==> config.mk <==
export PLATFORM = sky130hd
export DESIGN_NAME = fpu_addsub_scheduler
export DESIGN_NICKNAME = d
export VERILOG_FILES = /design/src/rtl/fpu_addsub_scheduler.sv
export SDC_FILE = /design/constraint.sdc
export NUM_CORES = 1
export LEC_CHECK = 0
export ABC_AREA = 1
export BUFFER_PORTS_ARGS = -buffer_cell sky130_fd_sc_hd__buf_4
export CORE_UTILIZATION = 51
export CTS_BUF_LIST = sky130_fd_sc_hd__clkbuf_4 sky130_fd_sc_hd__clkbuf_8 sky130_fd_sc_hd__clkbuf_16
export DETAILED_ROUTE_END_ITERATION = 8
export GPL_TIMING_DRIVEN = 0
export HOLD_SLACK_MARGIN = 0.12
export PLACE_DENSITY = 0.95
export SLEW_MARGIN = 20
export SYNTH_ARGS = -nofsm -noshare
export SYNTH_HDL_FRONTEND = slang
export SYNTH_SLANG_ARGS = --single-unit
export TNS_END_PERCENT = 30
==> constraint.sdc <==
create_clock -name clk -period 7.05 [get_ports clk]
set_input_delay 1.41 -clock clk [delete_from_list [all_inputs] [get_ports clk]]
set_output_delay 1.41 -clock clk [all_outputs]
set_load 0.02 [all_outputs]
==> src/rtl/fpu_addsub_scheduler.sv <==
// rtl/fpu_addsub_scheduler.sv - two-requester scheduler for a shared pipelined FP add/sub unit
// Optional feature macro: FPU_SCHED_STATS_EN adds saturating issue counters stat_issue0/stat_issue1.

module fpu_addsub_scheduler #(
  parameter int LATENCY = 1
) (
  input  logic        clk,
  input  logic        rst,
  input  logic        req0_valid,
  output logic        req0_ready,
  input  logic [31:0] req0_a,
  input  logic [31:0] req0_b,
  input  logic        req0_op,
  input  logic        req1_valid,
  output logic        req1_ready,
  input  logic [31:0] req1_a,
  input  logic [31:0] req1_b,
  input  logic        req1_op,
  output logic [31:0] fpu_a,
  output logic [31:0] fpu_b,
  output logic        fpu_op,
  input  logic [31:0] fpu_result,
  output logic        rsp0_valid,
  input  logic        rsp0_ready,
  output logic [31:0] rsp0_data,
  output logic        rsp1_valid,
  input  logic        rsp1_ready,
  output logic [31:0] rsp1_data,
`ifdef FPU_SCHED_STATS_EN
  output logic        busy,
  output logic [15:0] stat_issue0,
  output logic [15:0] stat_issue1
`else
  output logic        busy
`endif
);

  localparam int RSP_DEPTH = LATENCY + 1;
  localparam int PW        = $clog2(RSP_DEPTH);
  localparam int CW        = $clog2(RSP_DEPTH + 1);
  localparam logic [CW-1:0] DEPTH_C  = CW'(RSP_DEPTH);
  localparam logic [PW-1:0] LAST_PTR = PW'(RSP_DEPTH - 1);

  logic [LATENCY-1:0] pipe_v;
  logic [LATENCY-1:0] pipe_id;
  logic               rr_next;
  logic               elig0, elig1, grant0, grant1, issue;
  logic [1:0]         issued, push, pop, rsp_valid_v, rsp_ready_v;
  logic [CW-1:0]      outstanding_v [2];
  logic [31:0]        rsp_data_v [2];

  function automatic logic [PW-1:0] ptr_inc(input logic [PW-1:0] p);
    return (p == LAST_PTR) ? '0 : p + PW'(1);
  endfunction

  // Grant selection: at full credit the FIFO is guaranteed to hold a result, so rspN_ready
  // alone stands in for the pop and the ready path never depends on rspN_valid.
  always_comb begin
    elig0  = !rst && req0_valid &&
             ((outstanding_v[0] < DEPTH_C) || (outstanding_v[0] == DEPTH_C && rsp0_ready));
    elig1  = !rst && req1_valid &&
             ((outstanding_v[1] < DEPTH_C) || (outstanding_v[1] == DEPTH_C && rsp1_ready));
    grant0 = elig0 && (!elig1 || !rr_next);
    grant1 = elig1 && (!elig0 || rr_next);
    issue  = grant0 || grant1;
    fpu_a  = '0;
    fpu_b  = '0;
    fpu_op = 1'b0;
    if (grant0) begin
      fpu_a  = req0_a;
      fpu_b  = req0_b;
      fpu_op = req0_op;
    end else if (grant1) begin
      fpu_a  = req1_a;
      fpu_b  = req1_b;
      fpu_op = req1_op;
    end
  end

  assign req0_ready  = grant0;
  assign req1_ready  = grant1;
  assign issued      = {grant1, grant0};
  assign push        = {pipe_v[LATENCY-1] && pipe_id[LATENCY-1],
                        pipe_v[LATENCY-1] && !pipe_id[LATENCY-1]};
  assign rsp_ready_v = {rsp1_ready, rsp0_ready};
  assign pop         = rsp_valid_v & rsp_ready_v;
  assign rsp0_valid  = rsp_valid_v[0];
  assign rsp1_valid  = rsp_valid_v[1];
  assign rsp0_data   = rsp_data_v[0];
  assign rsp1_data   = rsp_data_v[1];
  assign busy        = (outstanding_v[0] != '0) || (outstanding_v[1] != '0);

  // Issue-tracking shift pipeline and round-robin pointer (points at the next tie winner)
  always_ff @(posedge clk) begin
    if (rst) begin
      pipe_v  <= '0;
      pipe_id <= '0;
      rr_next <= 1'b0;
    end else begin
      pipe_v  <= LATENCY'({pipe_v, issue});
      pipe_id <= LATENCY'({pipe_id, grant1});
      if (issue) rr_next <= grant0;
    end
  end

  for (genvar n = 0; n < 2; n++) begin : g_rsp
    logic [31:0]   mem [RSP_DEPTH];
    logic [PW-1:0] wr_ptr, rd_ptr;
    logic [CW-1:0] cnt, outstanding;

    // Response FIFO capturing the adder result as the tracked issue leaves the pipeline,
    // plus the credit counter covering in-flight and FIFO-held results
    always_ff @(posedge clk) begin
      if (rst) begin
        wr_ptr      <= '0;
        rd_ptr      <= '0;
        cnt         <= '0;
        outstanding <= '0;
      end else begin
        if (push[n]) begin
          mem[wr_ptr] <= fpu_result;
          wr_ptr      <= ptr_inc(wr_ptr);
        end
        if (pop[n]) rd_ptr <= ptr_inc(rd_ptr);
        case ({push[n], pop[n]})
          2'b10:   cnt <= cnt + CW'(1);
          2'b01:   cnt <= cnt - CW'(1);
          default: cnt <= cnt;
        endcase
        case ({issued[n], pop[n]})
          2'b10:   outstanding <= outstanding + CW'(1);
          2'b01:   outstanding <= outstanding - CW'(1);
          default: outstanding <= outstanding;
        endcase
      end
    end

    assign rsp_valid_v[n]   = (cnt != '0);
    assign rsp_data_v[n]    = rsp_valid_v[n] ? mem[rd_ptr] : '0;
    assign outstanding_v[n] = outstanding;
  end

`ifdef FPU_SCHED_STATS_EN
  // Saturating per-requester handshake counters
  always_ff @(posedge clk) begin
    if (rst) begin
      stat_issue0 <= '0;
      stat_issue1 <= '0;
    end else begin
      if (grant0 && stat_issue0 != 16'hFFFF) stat_issue0 <= stat_issue0 + 16'd1;
      if (grant1 && stat_issue1 != 16'hFFFF) stat_issue1 <= stat_issue1 + 16'd1;
    end
  end
`endif

endmodule

==> qor.yml <==
rows: 41
drt_iter0_drc: 923
postSynthAreaPerCell_um2: 9.63
drt-pass1-iter-count: 6
clock_path_buffers: 2
ir_drop_v: 0.000272
area_growth_pct: 47.5
initial_core_util: 0.525
cts_buffers: 17
setup_viol: 0
clk_latency_ps: 420
cts_tree: "built"
ant_nets: 0
die_y_um: 116
gp_congestion: 0.830
vias_per_cell: 5.73
antenna_found_initial: 0
outcome: "finished, final reports clean"
synthDistinctLibCells: 21
dp_cells: 1173
placed_cell_area_um2: 9270
synthSimpleGateAreaFrac: 0.245
grt_use_met2: 0.609
critical_path_required_ps: 5640
period_minus_slack_ps: 4300
port_buffers: 301
hold_depth: 2
tns_ps: 0
overflow: 0
p_leak_nw: 4.47
grt_max_degree: 24
cts_hold_buf: 0
final_nets: 1192
drive_gt1_frac: 0.365
synth_mux_area_frac: 0
grt_pass1_vias: 6120
ys_warn_count: 0
hold_path.class: "reg -> reg"
num_io_pins: 302
final_cell_count_no_fill: 1205
fin_skew_ps: 4.85
synthCells: 691
fin_crit_sh: 0.610
drt_wl_total_um: 25800
synth-seq-cells: 145
clock.fmax_mhz: 233
synth_xor_area_frac: 0
coreArea_um2: 12700
syn_nets: 863
rsz0062_at_grt: "false"
synth_area_um2: 6660
startpoint_type: "input port"
tightest_slew_ps: 865
synth-seq-area-share: 0.629
grt_usage: 0.370
dp_hpwl_um: 17800
drv_cap: 0
postCtsResizedCells: 0
power_density_nw_per_um2: 260
diodes: 0
synth_top_family_by_area: "simple AND/OR/NAND/NOR gates"
synth_compound_gate_area_share: 0.0620
grt_pass1_wl_um: 35400
relSlewSlack: 0.420
cts-htree-levels: 4
post-cts-setup-buffer-count: 0
hold_viol: 0
slew_viol_final: 0
detail_route.wl_per_cell_um: 21.4
grt_use_met3: 0.120
gr-max-usage-layer: "met2"
clkTransAtPathRegs_ps: 60
die_w_um: 116
synth_fa_ha_area_frac: 0.00752
cts-root-buf: "clkbuf_16"
crit_type: "in -> out"
r2r_cells: 7
cts.sinks: 145
use_met1: 0.431
dieArea_um2: 13500
final_area_um2: 9820
vias: 6904
drc: 0
crit_arrival_ps: 2890
worstSetupEndpointType: "output pin"
cp_max_fo: 10
[stage by stage]
stage | setup WS (ps) | power, mW | util | hold slack, ps
floorplan | 2900 | 1.36 | - | 433
global placement | 1260 | 1.68 | 0.721 | 445
detailed placement | 2890 | 1.70 | 0.732 | 462
CTS | 2880 | 2.54 | 0.775 | 487
global route | 2660 | 2.62 | 0.775 | 497
finish | 2750 | 2.56 | 0.775 | 491
[routing by layer]
layer / up-vias / part of all wire / wire [um]
met5: - / 0 / 0
met4: 0 / 0.057 / 1480
met3: 109 / 0.12 / 3120
met2: 568 / 0.49 / 12500
met1: 3186 / 0.34 / 8670
li1: 3041 / - / -
[logic make-up after synthesis]
logic type	Yosys count
adder cells (fa/ha/maj)	4
buffers and inverters	78
flip-flops	145
AND/OR/NAND/NOR	384
AO/OA/AOI/OAI	80
[layout by cell type (no fill, tap or decap)]
master      netlist  final
a21oi_2           2      2
a21oi_1          70     70
ha_1              4      4
nand3_2           2      2
nand3_1         132    132
bufinv_16         0      1
clkinvlp_4        0      6
dfxtp_1          17     17
clkbuf_16         0     17
buf_12            0      1
nand2_2           1      1
nor2_1           19     17
clkinv_2          0      4
a31oi_1           4      4
clkbuf_1         21     21
inv_2             3      3
buf_1             4      4
clkinv_1          0      1
clkbuf_4          0      1
nor2_4            0      2
inv_1            26     26
inv_6             0      2
edfxtp_1        128    128
nand4_1           4      4
nor3_2            0      2
o21ai_0           4      4
nand2_1         224    224
buf_6             4      8
buf_2             9      9
buf_16            0      1
buf_4            11    315
[cell type report]
| class | instances | area, um^2 |
|---|---|---|
| clock buffers | 18 | 433 |
| flip-flops and latches | 145 | 4180 |
| clock inverters | 14 | 116 |
| well taps | 172 | 215 |
| inverters | 29 | 109 |
| plain buffers | 49 | 267 |
| repair buffers | 310 | 2370 |
| multi-input cells | 468 | 2120 |
| fillers | 760 | 2850 |
[state kept, by name, summed over array words and instances, names as in the netlist, named ones only]
register	flops
g_rsp.mem	128
rr_next	1
g_rsp.rd_ptr	2
g_rsp.cnt	4
pipe_id	1
g_rsp.outstanding	4
pipe_v	1
g_rsp.wr_ptr	2
[synthesized netlist by cell type]
cell,count,area [um^2]
dfxtp_1,17,340
buf_4,11,82.6
ha_1,4,50.1
nand2_2,1,6.26
clkbuf_1,21,78.8
buf_1,4,15.0
edfxtp_1,128,3840
nand2_1,224,841
inv_1,26,97.6
buf_2,9,45.0
a31oi_1,4,25.0
nand3_1,132,661
a21oi_2,2,17.5
buf_6,4,45.0
nand4_1,4,25.0
inv_2,3,11.3
o21ai_0,4,20.0
a21oi_1,70,350
nand3_2,2,20.0
nor3_1,2,10.0
nor2_1,19,71.3
[final timing paths]
kind | from | endpoint | slack [ps]
worst max-delay path | rst | fpu_a[21] | 2750
worst min register to register | g_rsp[1].wr_ptr | g_rsp[1].wr_ptr | 490
worst max register to register | pipe_v | g_rsp[0].mem[1][8] | 4860
worst min-delay path | g_rsp[1].wr_ptr | g_rsp[1].wr_ptr | 490
[power by group]
group	total [mW]	switching (mW)	leakage, nW	internal (mW)
Sequential	0.985	0.0154	1.30	0.969
Combinational	0.731	0.460	2.92	0.271
Clock	0.840	0.354	0.255	0.486
[worst max-delay path, cell delays in order]
cell and delay (ps):
buf_4 160, inv_2 110, nand2_1 80, a21oi_2 170, buf_1 420, nand3_1 140
nand2_1 200, buf_4 180
(Power assumes the default switching activity.)
